### src/rtl/uart_pkg.sv
// uart_pkg: shared UART types and constants for the RX and future TX blocks
package uart_pkg;
    localparam int DATA_BITS            = 8;
    localparam int CLKS_PER_BIT_DEFAULT = 436;

    typedef enum logic [2:0] {
        IDLE,
        START,
        DATA,
        STOP,
        BREAK
    } state_e;
endpackage

### src/rtl/uart_rx_if.sv
// uart_rx_if: byte output stream of the UART receiver with status flags
interface uart_rx_if;
    import uart_pkg::*;

    logic [DATA_BITS-1:0] data;
    logic                 valid;
    logic                 ready;
    logic                 frame_err;
    logic                 overrun;
    logic                 busy;

    modport master (output data, valid, frame_err, overrun, busy, input ready);
    modport slave  (input data, valid, frame_err, overrun, busy, output ready);
endinterface

### src/rtl/uart_rx_sync_ff.sv
// sync_ff: multi-stage synchroniser for an asynchronous input, resets to 1
module sync_ff #(
    parameter int STAGES = 2
) (
    input  logic clk_i,
    input  logic rst_ni,
    input  logic d_i,
    output logic q_o
);
    logic [STAGES-1:0] ff_q;

    // shift the raw input through the chain; reset to the idle-high level
    always_ff @(posedge clk_i) begin
        if (!rst_ni) ff_q <= '1;
        else         ff_q <= {ff_q[STAGES-2:0], d_i};
    end

    assign q_o = ff_q[STAGES-1];
endmodule

### src/rtl/uart_rx.sv
// uart_rx: 8N1 UART receiver with mid-bit sampling and valid/ready byte output
module uart_rx
    import uart_pkg::*;
#(
    parameter int CLKS_PER_BIT = CLKS_PER_BIT_DEFAULT,
    parameter int SYNC_STAGES  = 2
) (
    input  logic        clk_i,
    input  logic        rst_ni,
    input  logic        rx_i,
    uart_rx_if.master   out_if
);
    localparam int CW = $clog2(CLKS_PER_BIT);
    localparam int IW = $clog2(DATA_BITS);
    localparam logic [CW-1:0] HALF     = CW'(CLKS_PER_BIT / 2 - 1);
    localparam logic [CW-1:0] LAST     = CW'(CLKS_PER_BIT - 1);
    localparam logic [IW-1:0] IDX_LAST = IW'(DATA_BITS - 1);

    logic                 rxs;
    state_e               state_q;
    logic [CW-1:0]        cnt_q;
    logic [IW-1:0]        idx_q;
    logic [DATA_BITS-1:0] sr_q;
    logic [DATA_BITS-1:0] data_q;
    logic                 valid_q;
    logic                 frame_err_q;
    logic                 overrun_q;

    sync_ff #(.STAGES(SYNC_STAGES)) u_sync (
        .clk_i  (clk_i),
        .rst_ni (rst_ni),
        .d_i    (rx_i),
        .q_o    (rxs)
    );

    // frame FSM: bit timing, shift register, delivery into the holding register and flag pulses
    always_ff @(posedge clk_i) begin
        if (!rst_ni) begin
            state_q     <= IDLE;
            cnt_q       <= '0;
            idx_q       <= '0;
            sr_q        <= '0;
            data_q      <= '0;
            valid_q     <= 1'b0;
            frame_err_q <= 1'b0;
            overrun_q   <= 1'b0;
        end else begin
            frame_err_q <= 1'b0;
            overrun_q   <= 1'b0;
            if (valid_q && out_if.ready) valid_q <= 1'b0;
            cnt_q <= (state_q == IDLE) ? '0 : cnt_q + CW'(1);
            case (state_q)
                IDLE: if (!rxs) begin
                    state_q <= START;
                    cnt_q   <= '0;
                end
                START: if (cnt_q == HALF) begin
                    state_q <= rxs ? IDLE : DATA;
                    cnt_q   <= '0;
                    idx_q   <= '0;
                end
                DATA: if (cnt_q == LAST) begin
                    sr_q  <= {rxs, sr_q[DATA_BITS-1:1]};
                    idx_q <= idx_q + IW'(1);
                    cnt_q <= '0;
                    if (idx_q == IDX_LAST) state_q <= STOP;
                end
                STOP: if (cnt_q == LAST) begin
                    cnt_q <= '0;
                    if (rxs) begin
                        state_q <= IDLE;
                        if (!valid_q || out_if.ready) begin
                            data_q  <= sr_q;
                            valid_q <= 1'b1;
                        end else begin
                            overrun_q <= 1'b1;
                        end
                    end else begin
                        state_q     <= BREAK;
                        frame_err_q <= 1'b1;
                    end
                end
                BREAK: if (rxs) begin
                    state_q <= IDLE;
                    cnt_q   <= '0;
                end
                default: state_q <= IDLE;
            endcase
        end
    end

    assign out_if.data      = data_q;
    assign out_if.valid     = valid_q;
    assign out_if.frame_err = frame_err_q;
    assign out_if.overrun   = overrun_q;
    assign out_if.busy      = (state_q != IDLE);
endmodule

### src/flat_wrapper.sv
// flat-port wrapper written by rule: the top's interface ports become plain ports
module uart_rx_flat import uart_pkg::*;
#(
    parameter int CLKS_PER_BIT = CLKS_PER_BIT_DEFAULT,
    parameter int SYNC_STAGES  = 2
)
  (clk_i, rst_ni, rx_i, out_if_data, out_if_valid, out_if_frame_err, out_if_overrun, out_if_busy, out_if_ready);
  uart_rx_if out_if_i ();
  input  logic clk_i;
  input  logic rst_ni;
  input  logic rx_i;
  output wire logic [$bits(out_if_i.data)-1:0] out_if_data;
  output wire logic [$bits(out_if_i.valid)-1:0] out_if_valid;
  output wire logic [$bits(out_if_i.frame_err)-1:0] out_if_frame_err;
  output wire logic [$bits(out_if_i.overrun)-1:0] out_if_overrun;
  output wire logic [$bits(out_if_i.busy)-1:0] out_if_busy;
  input wire logic [$bits(out_if_i.ready)-1:0] out_if_ready;
  assign out_if_data = out_if_i.data;
  assign out_if_valid = out_if_i.valid;
  assign out_if_frame_err = out_if_i.frame_err;
  assign out_if_overrun = out_if_i.overrun;
  assign out_if_busy = out_if_i.busy;
  assign out_if_i.ready = out_if_ready;
  uart_rx #(.CLKS_PER_BIT(CLKS_PER_BIT), .SYNC_STAGES(SYNC_STAGES)) u_core (.clk_i(clk_i), .rst_ni(rst_ni), .rx_i(rx_i), .out_if(out_if_i));
endmodule
### config.mk
export PLATFORM = sky130hd
export DESIGN_NAME = uart_rx_flat
export DESIGN_NICKNAME = d
export VERILOG_FILES = /design/src/rtl/uart_pkg.sv /design/src/rtl/uart_rx_if.sv /design/src/rtl/uart_rx_sync_ff.sv /design/src/rtl/uart_rx.sv /design/src/flat_wrapper.sv
export SDC_FILE = /design/constraint.sdc
export NUM_CORES = 1
export LEC_CHECK = 0
export BUFFER_PORTS_ARGS = -buffer_cell sky130_fd_sc_hd__buf_2
export CORE_MARGIN = 1.5
export CORE_UTILIZATION = 35
export DETAILED_ROUTE_END_ITERATION = 8
export RECOVER_POWER = 100
export SLEW_MARGIN = 20
export SYNTH_ARGS = -nofsm -noshare
export SYNTH_HDL_FRONTEND = slang
export SYNTH_SLANG_ARGS = --single-unit
### constraint.sdc
create_clock -name clk_i -period 2 [get_ports clk_i]
set_clock_uncertainty 0.2 [all_clocks]
set_input_delay 0.2 -clock clk_i [delete_from_list [all_inputs] [get_ports clk_i]]
set_output_delay 0.2 -clock clk_i [all_outputs]
set_load 0.02 [all_outputs]
==> metrics.md <==
| Metric | Value |
|---|---|
| GR Overflow Total | `0` |
| Worst Hold Class | `flip-flop to flip-flop` |
| Layout area overhead | `18.1%` |
| FILL cells | `440` |
| CTS Buffer Depth | `2` |
| Final instance area | `approximately 0.0019 mm2` |
| Nets | `~190` |
| P per Cell Area | `between 700 and 800 mW/mm2` |
| Htree depth | `2` |
| Top sig layer | `met4` |
| Fmax | `approximately 520 MHz` |
| Antenna violations before repair | `0` |
| Setup violators final | `0` |
| Clock Latency Late Sink | `a little under 0.3 ns` |
| First-pass GRT wire length | `approximately 5.3 mm` |
| Unique masters post-synth | `35` |
| Setup ws final | `a little under 0.09 ns` |
| Largest net degree at the start of global routing | `29` |
| Max-slew headroom | `0.301` |
| Async S/R FF share, synth | `0` |
| Syn_area_per_cell | `10.2 um2` |
| Max-slew violations | `0` |
| Final wirelength | `3.07 mm` |
| Via/cell ratio | `5.03` |
| Maxcap violations | `0` |
| Gr usage total | `0.133` |
| Top-level port count | `16` |
| Fin crit period | `1.91 ns` |
| Die Y | `slightly above 70 um` |
| Post-layout util | `0.435` |
| Main synth FF type | `dfxtp_1` |
| Power share of the combinational group | `0.022` |
| Clk pwr share | `0.456` |
| Synth area leader | `dfxtp_1` |
| Syn_nets | `167` |
| Int Pwr | `0.00110 W` |
| Post-synth EDFFs | `0` |
| Post-synthesis sequential area ratio | `0.443` |
| Synth Warn # | `0` |
| Synthesized instance count | `approximately 160` |
| Worst Path Max Fanout | `5` |
| Final HPWL DP | `between 2 and 2.5 mm` |
| CTS tree | `yes` |
| Root Buffer | `clkbuf_8` |
| Post-Synthesis Cell Area | `around 0.0016 mm2` |
| WP data arrival | `1.93 ns` |
| Row cnt | `24` |
| Layout cells sized above 1 | `0.143` |
| Final GP Congestion | `0.897` |
| Worst-Margin Slew | `between 1 and 1.5 ns` |
| Initial Util | `0.368` |
| Sw Share | `0.203` |
| Die Wd | `about 71 um` |
| Status | `finished, final reports clean` |
| Routed met1 length | `1.46 mm` |
| Sink Count | `36` |
| Fin. Hold Viols | `0` |
| Count of buffers from port buffering | `15` |
| Switch Pwr | `approximately 0.00028 W` |
| Drt pass-1 iters | `2` |
| Pre-CTS setup slack | `0.00671 ns` |
| Leakage | `around 0.72 nW` |
| Worst Setup End Kind | `flip-flop` |
| Critical Path Source Type | `flip-flop` |
| Fin crit share | `0.955` |
| Clk pin slew, worst setup/hold paths | `roughly 0.08 ns` |
| #FFs+latches synth | `36` |
| Initial DRC count | `35` |
| Critical path required time | `just over 2 ns` |
| Post-route ant nets | `0` |
| Area contributors post-synth | `dfxtp_1, mux2i_1, nor2b_1` |
| WL per Instance | `between 10 and 15 um` |
| Placed Area | `0.00178 mm2` |
| Met2 routed WL | `about 1.4 mm` |
| DR vias | `1,177` |
| Routed wl met3 | `~100 um` |
| Number of diodes | `0` |
| Max VDD drop | `0.446 mV` |
| Core box area | `0.00441 mm2` |
| Post-CTS setup buffer count | `0` |
| Vias in the first global route | `between 1,000 and 1,500` |
| Die area | `~0.0051 mm2` |
| DRC Markers | `0` |
| Sequential Power Share | `0.522` |
| Synth top area share | `0.443` |
| Total CTS buffers | `5` |
| Crit Path Class | `flip-flop to flip-flop` |
[path summary, 6_finish.rpt]
check / startpoint / slack, ns / depth (start not counted) / end
setup / recovery: u_core.cnt_q[1] / 0.09 / 6 / u_core.state_q[2]
hold / removal: u_core.u_sync.ff_q[0] / 0.22 / 1 / u_core.u_sync.ff_q[1]
setup reg to reg: u_core.cnt_q[1] / 0.09 / 6 / u_core.state_q[2]
hold reg to reg: u_core.u_sync.ff_q[0] / 0.22 / 1 / u_core.u_sync.ff_q[1]
[routing by layer]
layer | global-route usage | up-vias
li1 | - | 599
met1 | 0.162 | 556
met2 | 0.211 | 16
met3 | 0.0427 | 6
met4 | 0.0629 | 0
met5 | 0 | -
[final cells by class]
type                       count  area (um2)  share of cell area
multi-input combinational    113         886               0.461
tap                           52        65.1              0.0339
timing repair buffer          21         121              0.0632
sequential                    36         722               0.376
inverter                       4        15.0             0.00782
clock inverter                 3        42.5              0.0221
clock buffer                   5        68.8              0.0358
[worst max-delay path, cell delays in order (launching register included)]
cell	delay [ns]
dfxtp_1	0.35
inv_1	0.06
ha_1	0.13
nor4b_2	0.28
a21boi_2	0.15
or4_1	0.54
a21boi_1	0.13
[state kept, by name, indices dropped and copies added, names as in the netlist]
register,cells
u_core.out_if.data,8
u_core.u_sync.ff_q,2
u_core.out_if.frame_err,1
u_core.sr_q,8
u_core.cnt_q,9
u_core.out_if.overrun,1
u_core.state_q,3
u_core.out_if.valid,1
u_core.idx_q,3
[cell usage after synthesis (2+ instances only)]
master / instances
inv_1: 4
nand3_1: 5
ha_1: 4
and3_1: 3
buf_2: 3
dfxtp_1: 36
nor3_1: 3
o21ai_0: 2
xor2_1: 2
nand4b_2: 2
nand2b_1: 5
nor2_1: 15
mux2i_1: 17
or4_1: 2
nor2b_1: 18
a21boi_1: 4
nand2_1: 5
o21a_1: 6
clkbuf_1: 3
xnor2_1: 5
[cell families after synthesis]
group | count (synthesis) | synth area share
fa+ha+maj | 4 | 0.0308
buf+inv | 10 | 0.0254
compound gates | 16 | 0.0777
xor+xnor | 7 | 0.0377
simple gates | 69 | 0.281
flops | 36 | 0.443
mux | 17 | 0.105
[metrics by stage]
step / hold WS [ns] / cells / setup TNS (ns) / total power [W]
final: 0.220 / 234 / 0 / 0.00138
after global routing: 0.246 / 234 / -0.00397 / 0.00144
after CTS: 0.128 / 234 / 0 / 0.00140
after detailed placement: 0.191 / 224 / 0 / 0.000765
after global placement: 0.178 / 224 / 0 / 0.000764
after floorplan: 0.0767 / 159 / 0 / 0.000758
[cell usage in the layout (no fill, tap or decap), types with 5 or more instances in the layout]
cell / n
xnor2_1: 5
nand3_1: 5
nand2b_1: 5
nor2_1: 15
nor2b_1: 18
nand2_1: 5
o21a_1: 6
dfxtp_1: 35
clkbuf_1: 13
mux2i_1: 17
clkbuf_8: 5
[power groups by stage]
stage          Sequential (W)  Combinational, W  Clock (W)
6_report             0.000722         0.0000307   0.000631
5_1_grt              0.000722         0.0000331   0.000686
4_1_cts              0.000722         0.0000297   0.000653
3_5_place_dp         0.000738         0.0000263          0
3_3_place_gp         0.000739         0.0000250          0
2_1_floorplan        0.000737         0.0000211          0
[timing repair]
action,CTS,global route
hold buffers,2,0
endpoints found under the hold margin,2,0
resized for setup,2,5
endpoints found under the setup margin,2,13
Power figures use the tool's default switching activity.
